==> config.mk <==
export PLATFORM = sky130hd
export DESIGN_NAME = alu_arbiter
export DESIGN_NICKNAME = d
export VERILOG_FILES = /design/src/rtl/alu_arbiter.sv
export SDC_FILE = /design/constraint.sdc
export NUM_CORES = 1
export LEC_CHECK = 0
export CAP_MARGIN = 20
export CORE_UTILIZATION = 55
export DETAILED_ROUTE_END_ITERATION = 6
export PLACE_DENSITY = 0.95
export REMOVE_ABC_BUFFERS = 1
export SLEW_MARGIN = 10
export SYNTH_ARGS = -nofsm -noshare
export SYNTH_HDL_FRONTEND = slang
export SYNTH_SLANG_ARGS = --single-unit
==> constraint.sdc <==
create_clock -name clk -period 5.3 [get_ports clk]
set_input_delay 1.325 -clock clk [delete_from_list [all_inputs] [get_ports clk]]
set_output_delay 1.325 -clock clk [all_outputs]
set_load 0.005 [all_outputs]
==> src/rtl/alu_arbiter.sv <==
`default_nettype none

// +--------------------------------------------------------------------------+
// | Module      : alu_arbiter (with embedded combinational alu)              |
// | Description : Shares one combinational ALU between two requesters        |
// |               (0: fetch/PC-increment, 1: execute). One operation at a    |
// |               time: IDLE accepts, EXEC captures the ALU output, RESP     |
// |               returns it to the granted requester.                       |
// | Ports       : clk, rst_n (async active-low)                              |
// |               reqN_valid/ready/op/a/b  - request channels (N = 0, 1)     |
// |               rspN_valid/ready         - response channels               |
// |               rsp_data                 - shared registered result        |
// |               busy                     - high outside IDLE               |
// | Config      : ALU_ARB_FIXED_PRIO_EN defined -> requester 0 always wins   |
// |               a tie; undefined (default) -> round-robin.                 |
// | Revision    : 1.0 - initial release                                      |
// +--------------------------------------------------------------------------+

`ifndef RegWidth
`define RegWidth 16
`endif
`ifndef AluOpWidth
`define AluOpWidth 3
`endif

// +--------------------------------------------------------------------------+
// | Module      : alu                                                        |
// | Description : Purely combinational ALU, wrap-around arithmetic.          |
// |               0 add, 1 sub, 2 and, 3 or, 4 xor, 5 not reg1,              |
// |               6 reg1 << 1, 7 reg1 >> 1. Requires OP_W >= 3.              |
// | Ports       : op, reg1, reg2 in; result out                              |
// | Revision    : 1.0 - initial release                                      |
// +--------------------------------------------------------------------------+
module alu #(
    parameter int DATA_W = `RegWidth,
    parameter int OP_W   = `AluOpWidth
) (
    input  logic [OP_W-1:0]   op,
    input  logic [DATA_W-1:0] reg1,
    input  logic [DATA_W-1:0] reg2,
    output logic [DATA_W-1:0] result
);
    localparam logic [OP_W-1:0] c_OP_ADD = OP_W'(0);
    localparam logic [OP_W-1:0] c_OP_SUB = OP_W'(1);
    localparam logic [OP_W-1:0] c_OP_AND = OP_W'(2);
    localparam logic [OP_W-1:0] c_OP_OR  = OP_W'(3);
    localparam logic [OP_W-1:0] c_OP_XOR = OP_W'(4);
    localparam logic [OP_W-1:0] c_OP_NOT = OP_W'(5);
    localparam logic [OP_W-1:0] c_OP_SHL = OP_W'(6);
    localparam logic [OP_W-1:0] c_OP_SHR = OP_W'(7);

    always_comb begin
        result = '0;
        case (op)
            c_OP_ADD: result = reg1 + reg2;
            c_OP_SUB: result = reg1 - reg2;
            c_OP_AND: result = reg1 & reg2;
            c_OP_OR:  result = reg1 | reg2;
            c_OP_XOR: result = reg1 ^ reg2;
            c_OP_NOT: result = ~reg1;
            c_OP_SHL: result = reg1 << 1;
            c_OP_SHR: result = reg1 >> 1;
            default:  result = '0;
        endcase
    end
endmodule

module alu_arbiter #(
    parameter int DATA_W = `RegWidth,
    parameter int OP_W   = `AluOpWidth
) (
    input  logic              clk,
    input  logic              rst_n,
    input  logic              req0_valid,
    output logic              req0_ready,
    input  logic [OP_W-1:0]   req0_op,
    input  logic [DATA_W-1:0] req0_a,
    input  logic [DATA_W-1:0] req0_b,
    input  logic              req1_valid,
    output logic              req1_ready,
    input  logic [OP_W-1:0]   req1_op,
    input  logic [DATA_W-1:0] req1_a,
    input  logic [DATA_W-1:0] req1_b,
    output logic              rsp0_valid,
    input  logic              rsp0_ready,
    output logic              rsp1_valid,
    input  logic              rsp1_ready,
    output logic [DATA_W-1:0] rsp_data,
    output logic              busy
);
    localparam logic [1:0] c_ST_IDLE = 2'd0;
    localparam logic [1:0] c_ST_EXEC = 2'd1;
    localparam logic [1:0] c_ST_RESP = 2'd2;

    logic [1:0]        r_state;
    logic              r_gnt;
    logic [OP_W-1:0]   r_op;
    logic [DATA_W-1:0] r_a;
    logic [DATA_W-1:0] r_b;
    logic [DATA_W-1:0] r_rsp_data;
    logic [DATA_W-1:0] w_alu_result;
    logic              w_win;        // requester index that wins in IDLE
    logic              w_accept;
    logic              w_rsp_ready;

`ifdef ALU_ARB_FIXED_PRIO_EN
    // Requester 0 wins whenever it is valid; 1 only gets through alone.
    assign w_win = ~req0_valid;
`else
    logic r_last_grant;

    // On a tie, favour the requester that was not served last.
    always_comb begin
        w_win = req1_valid;
        if (req0_valid && req1_valid) begin
            w_win = ~r_last_grant;
        end
    end

    always_ff @(posedge clk or negedge rst_n) begin
        if (!rst_n) begin
            r_last_grant <= 1'b1;
        end else if (r_state == c_ST_RESP && w_rsp_ready) begin
            r_last_grant <= r_gnt;
        end
    end
`endif

    assign w_accept = (r_state == c_ST_IDLE) && (req0_valid || req1_valid);

    // Ready is gated by rst_n so nothing looks accepted while held in reset.
    assign req0_ready  = rst_n && w_accept && !w_win;
    assign req1_ready  = rst_n && w_accept &&  w_win;
    assign rsp0_valid  = (r_state == c_ST_RESP) && !r_gnt;
    assign rsp1_valid  = (r_state == c_ST_RESP) &&  r_gnt;
    assign w_rsp_ready = r_gnt ? rsp1_ready : rsp0_ready;
    assign busy        = (r_state != c_ST_IDLE);
    assign rsp_data    = r_rsp_data;

    // The ALU only ever sees latched operands, so requesters may change
    // their ports freely once their request has been accepted.
    alu #(
        .DATA_W (DATA_W),
        .OP_W   (OP_W)
    ) u_alu (
        .op     (r_op),
        .reg1   (r_a),
        .reg2   (r_b),
        .result (w_alu_result)
    );

    always_ff @(posedge clk or negedge rst_n) begin
        if (!rst_n) begin
            r_state    <= c_ST_IDLE;
            r_gnt      <= 1'b0;
            r_op       <= '0;
            r_a        <= '0;
            r_b        <= '0;
            r_rsp_data <= '0;
        end else begin
            case (r_state)
                c_ST_IDLE: begin
                    if (w_accept) begin
                        r_gnt   <= w_win;
                        r_op    <= w_win ? req1_op : req0_op;
                        r_a     <= w_win ? req1_a  : req0_a;
                        r_b     <= w_win ? req1_b  : req0_b;
                        r_state <= c_ST_EXEC;
                    end
                end
                c_ST_EXEC: begin
                    r_rsp_data <= w_alu_result;
                    r_state    <= c_ST_RESP;
                end
                c_ST_RESP: begin
                    if (w_rsp_ready) begin
                        r_state <= c_ST_IDLE;
                    end
                end
                default: begin
                    r_state <= c_ST_IDLE;
                end
            endcase
        end
    end
endmodule

`default_nettype wire

==> results.py <==
metrics = {
    "run_status": {
        "status": "finished clean",
    },
    "global_routing": {
        "grt_max_degree": 73,
        "grt_first_pass_wirelength_um": 20500,
        "grt_overflow": 0,
        "antenna_found_initial": 0,
        "grt.total_usage_pct": 29.1,
        "grt_pass1_vias": 4226,
    },
    "routing": {
        "drt_pre_antenna_iters": 5,
        "route.vias.total": 4574,
        "drc_errors": 0,
        "ant_nets": 0,
        "routed_via_density": 6.03,
        "routedWlPerCell_um": 16.6,
        "wirelength_um": 12600,
        "drtIter0Drc": 428,
    },
    "cts": {
        "clockRootBuffer": "clkbuf_8",
        "cts_tree": "done",
        "numCtsBuffers": 5,
        "postCtsSetupBuffers": 0,
        "clockBufferDepth": 2,
        "clk_pin_slew_ns": 0.10,
        "cts.sinks": 55,
        "htree_num_levels": 2,
        "hold_buffers": 0,
        "cts_resized": 0,
        "clk_latency_ns": 0.31,
    },
    "die": {
        "core-area_mm2": 0.00834,
        "ios": 97,
        "initial_core_util_pct": 57.5,
        "fp-row-count": 33,
        "die_h_um": 95.4,
        "dieArea_mm2": 0.00910,
        "die-width_um": 95.4,
    },
    "timing": {
        "worst_pin_slew_ns": 0.677,
        "period_needed_ns": 4.29,
        "skew_ns": 0.00585,
        "rsz0062_at_grt": "false",
        "min_period_over_period_pct": 81.0,
        "whs_ns": 0.486,
        "hold_violations": 0,
        "slew_headroom_pct": 54.9,
        "slew_violations": 0,
        "fmax_mhz": 233,
        "setup_viol": 0,
    },
    "synth": {
        "synthArstFlopShare_pct": 100,
        "synth-seq-cells": 55,
        "synth.yosys.seq_area_share_pct": 28.7,
        "synth_cells": 568,
        "synthFlopType": "dfrtp_1",
        "synth_enable_flop_cells": 0,
        "avgSynthCellArea_um2": 8.45,
        "synth_cell_types": 61,
        "yosysWarningCount": 0,
        "syn_area_mm2": 0.00480,
    },
    "critical_path": {
        "slowest_delay_ns": 0.58,
        "path_class": "primary input to output pin",
        "cp_slowest_cell": "clkdlybuf4s50_1",
        "crit_path_start_kind": "primary input",
        "path_max_fanout": 2,
        "required_ns": 3.97,
        "critPathCaptureType": "output pin",
        "worstPathCellList": "clkdlybuf4s50_1, nor2_1, nor2_4, nand2_1, nor2_1, clkdlybuf4s50_1",
        "arrival_ns": 2.97,
        "crit_buf_inv": 2,
        "cp_top_family": "buffers and inverters",
    },
    "min_path": {
        "min_path_type": "flip-flop to flip-flop",
    },
    "final_layout": {
        "nNetsFinal": 777,
        "antenna_cells": 0,
        "post-route-util_pct": 71.4,
        "drive_above_1_share_pct": 5.82,
        "mostFrequentLayoutCells": "clkdlybuf4s50_1 (95), a21oi_1 (71), nor2_1 (69)",
        "syn2layout_area_growth_pct": 24.0,
        "layout_commonest_cell": "clkdlybuf4s50_1",
        "design_area_mm2": 0.00595,
    },
    "placed_design": {
        "port-buffer-count": 96,
        "gp_congestion": 0.949,
        "dp_hpwl_um": 9440,
        "placedInstanceArea_mm2": 0.00584,
    },
    "pwr": {
        "p_per_area_mw_per_mm2": 695,
        "internal_power_mw": 2.08,
        "p_switching_mw": 2.06,
        "seq_power_share_pct": 22.0,
        "power.combinational.fraction_pct": 71.8,
        "total_power_mw": 4.14,
        "switching_share_pct": 49.8,
        "vdd_drop_max_mv": 0.278,
        "pwr-share-clk_pct": 6.2,
        "p_leak_nw": 2.73,
    },
    "flow_run": {
        "drv_cap": 0,
    },
}
[power groups by stage]
| stage | Sequential (mW) | Clock (mW) | Combinational [mW] |
|---|---|---|---|
| after global placement | 0.891 | 0 | 2.77 |
| after global routing | 0.940 | 0.276 | 3.29 |
| after CTS | 0.903 | 0.261 | 2.90 |
| after detailed placement | 0.910 | 0 | 2.88 |
| final | 0.910 | 0.258 | 2.97 |
| after floorplan | 0.904 | 0 | 2.06 |
[logic make-up after synthesis]
kind of cell / count (synthesis) / share of synthesized area (%)
simple gates: 153 / 14.5
flops: 55 / 28.7
fa+ha+maj: 49 / 12.9
buf+inv: 73 / 5.94
xor+xnor: 22 / 4.01
mux: 56 / 13.6
compound gates: 160 / 20.3
[final cells by class]
type | instances | area, um2
Clock buffer | 8 | 100
Fill cell | 632 | 2390
Inverter | 47 | 176
Multi-Input combinational cell | 440 | 3160
Sequential cell | 55 | 1380
Tap cell | 105 | 131
Timing Repair Buffer | 103 | 1010
[worst paths after layout]
kind | start | endpoint | slack [ns] | cells past startpoint
max | req0_valid | req0_ready | 1.01 | 6
min | rsp_data[3]$_DFFE_PN0N_ | rsp_data[3]$_DFFE_PN0N_ | 0.49 | 2
max reg2reg | r_b[0]$_DFFE_PN0P_ | rsp_data[15]$_DFFE_PN0N_ | 1.67 | 14
min reg2reg | rsp_data[3]$_DFFE_PN0N_ | rsp_data[3]$_DFFE_PN0N_ | 0.49 | 2
max in group asynchronous | rst_n | r_state[1]$_DFFE_PN0P_ | 3.60 | 2
min in group asynchronous | rst_n | r_a[13]$_DFFE_PN0P_ | 1.25 | 2
[metrics by stage]
stage / worst slack [ns] / std cells / TNS, ns
floorplan: -1.63 / 542 / -23.34
detailed placement: 1.03 / 749 / 0
global placement: 1.05 / 749 / 0
global route: 0.922 / 758 / 0
CTS: 1.02 / 757 / 0
finish: 1.01 / 758 / 0
[Yosys cell counts (all sizes together), types with 7 or more instances]
library cell  count  area share, %
nor2             70            5.5
o21ai            35            3.6
mux2i            45            9.4
inv              47            3.7
and3              7           0.91
buf              13            1.3
ha               48             13
clkbuf           13            1.0
nand2            41            3.2
xnor2            20            3.6
mux4              7            3.3
dfrtp            54             28
a21oi            72            7.6
nand2b           10            1.5
[sequential cells by signal, indices dropped and copies added, names as in the netlist]
| signal | cells |
|---|---|
| r_a | 16 |
| r_last_grant | 1 |
| r_state | 2 |
| r_op | 3 |
| r_gnt | 1 |
| r_b | 16 |
| rsp_data | 16 |
[per-layer routing]
metal,vias to the layer above,global-route usage [%],wire [um]
met2,232,47.1,5960
met4,0,11.1,357
met1,2146,39.0,5280
met3,32,4.78,1020
met5,-,0,0
li1,2164,-,-
[worst min-delay path, cell delays in order, from the launching register on]
cell,delay (ns)
dfrtp_1,0.35
nand2_1,0.05
o31ai_1,0.05
(Power assumes the default switching activity.)
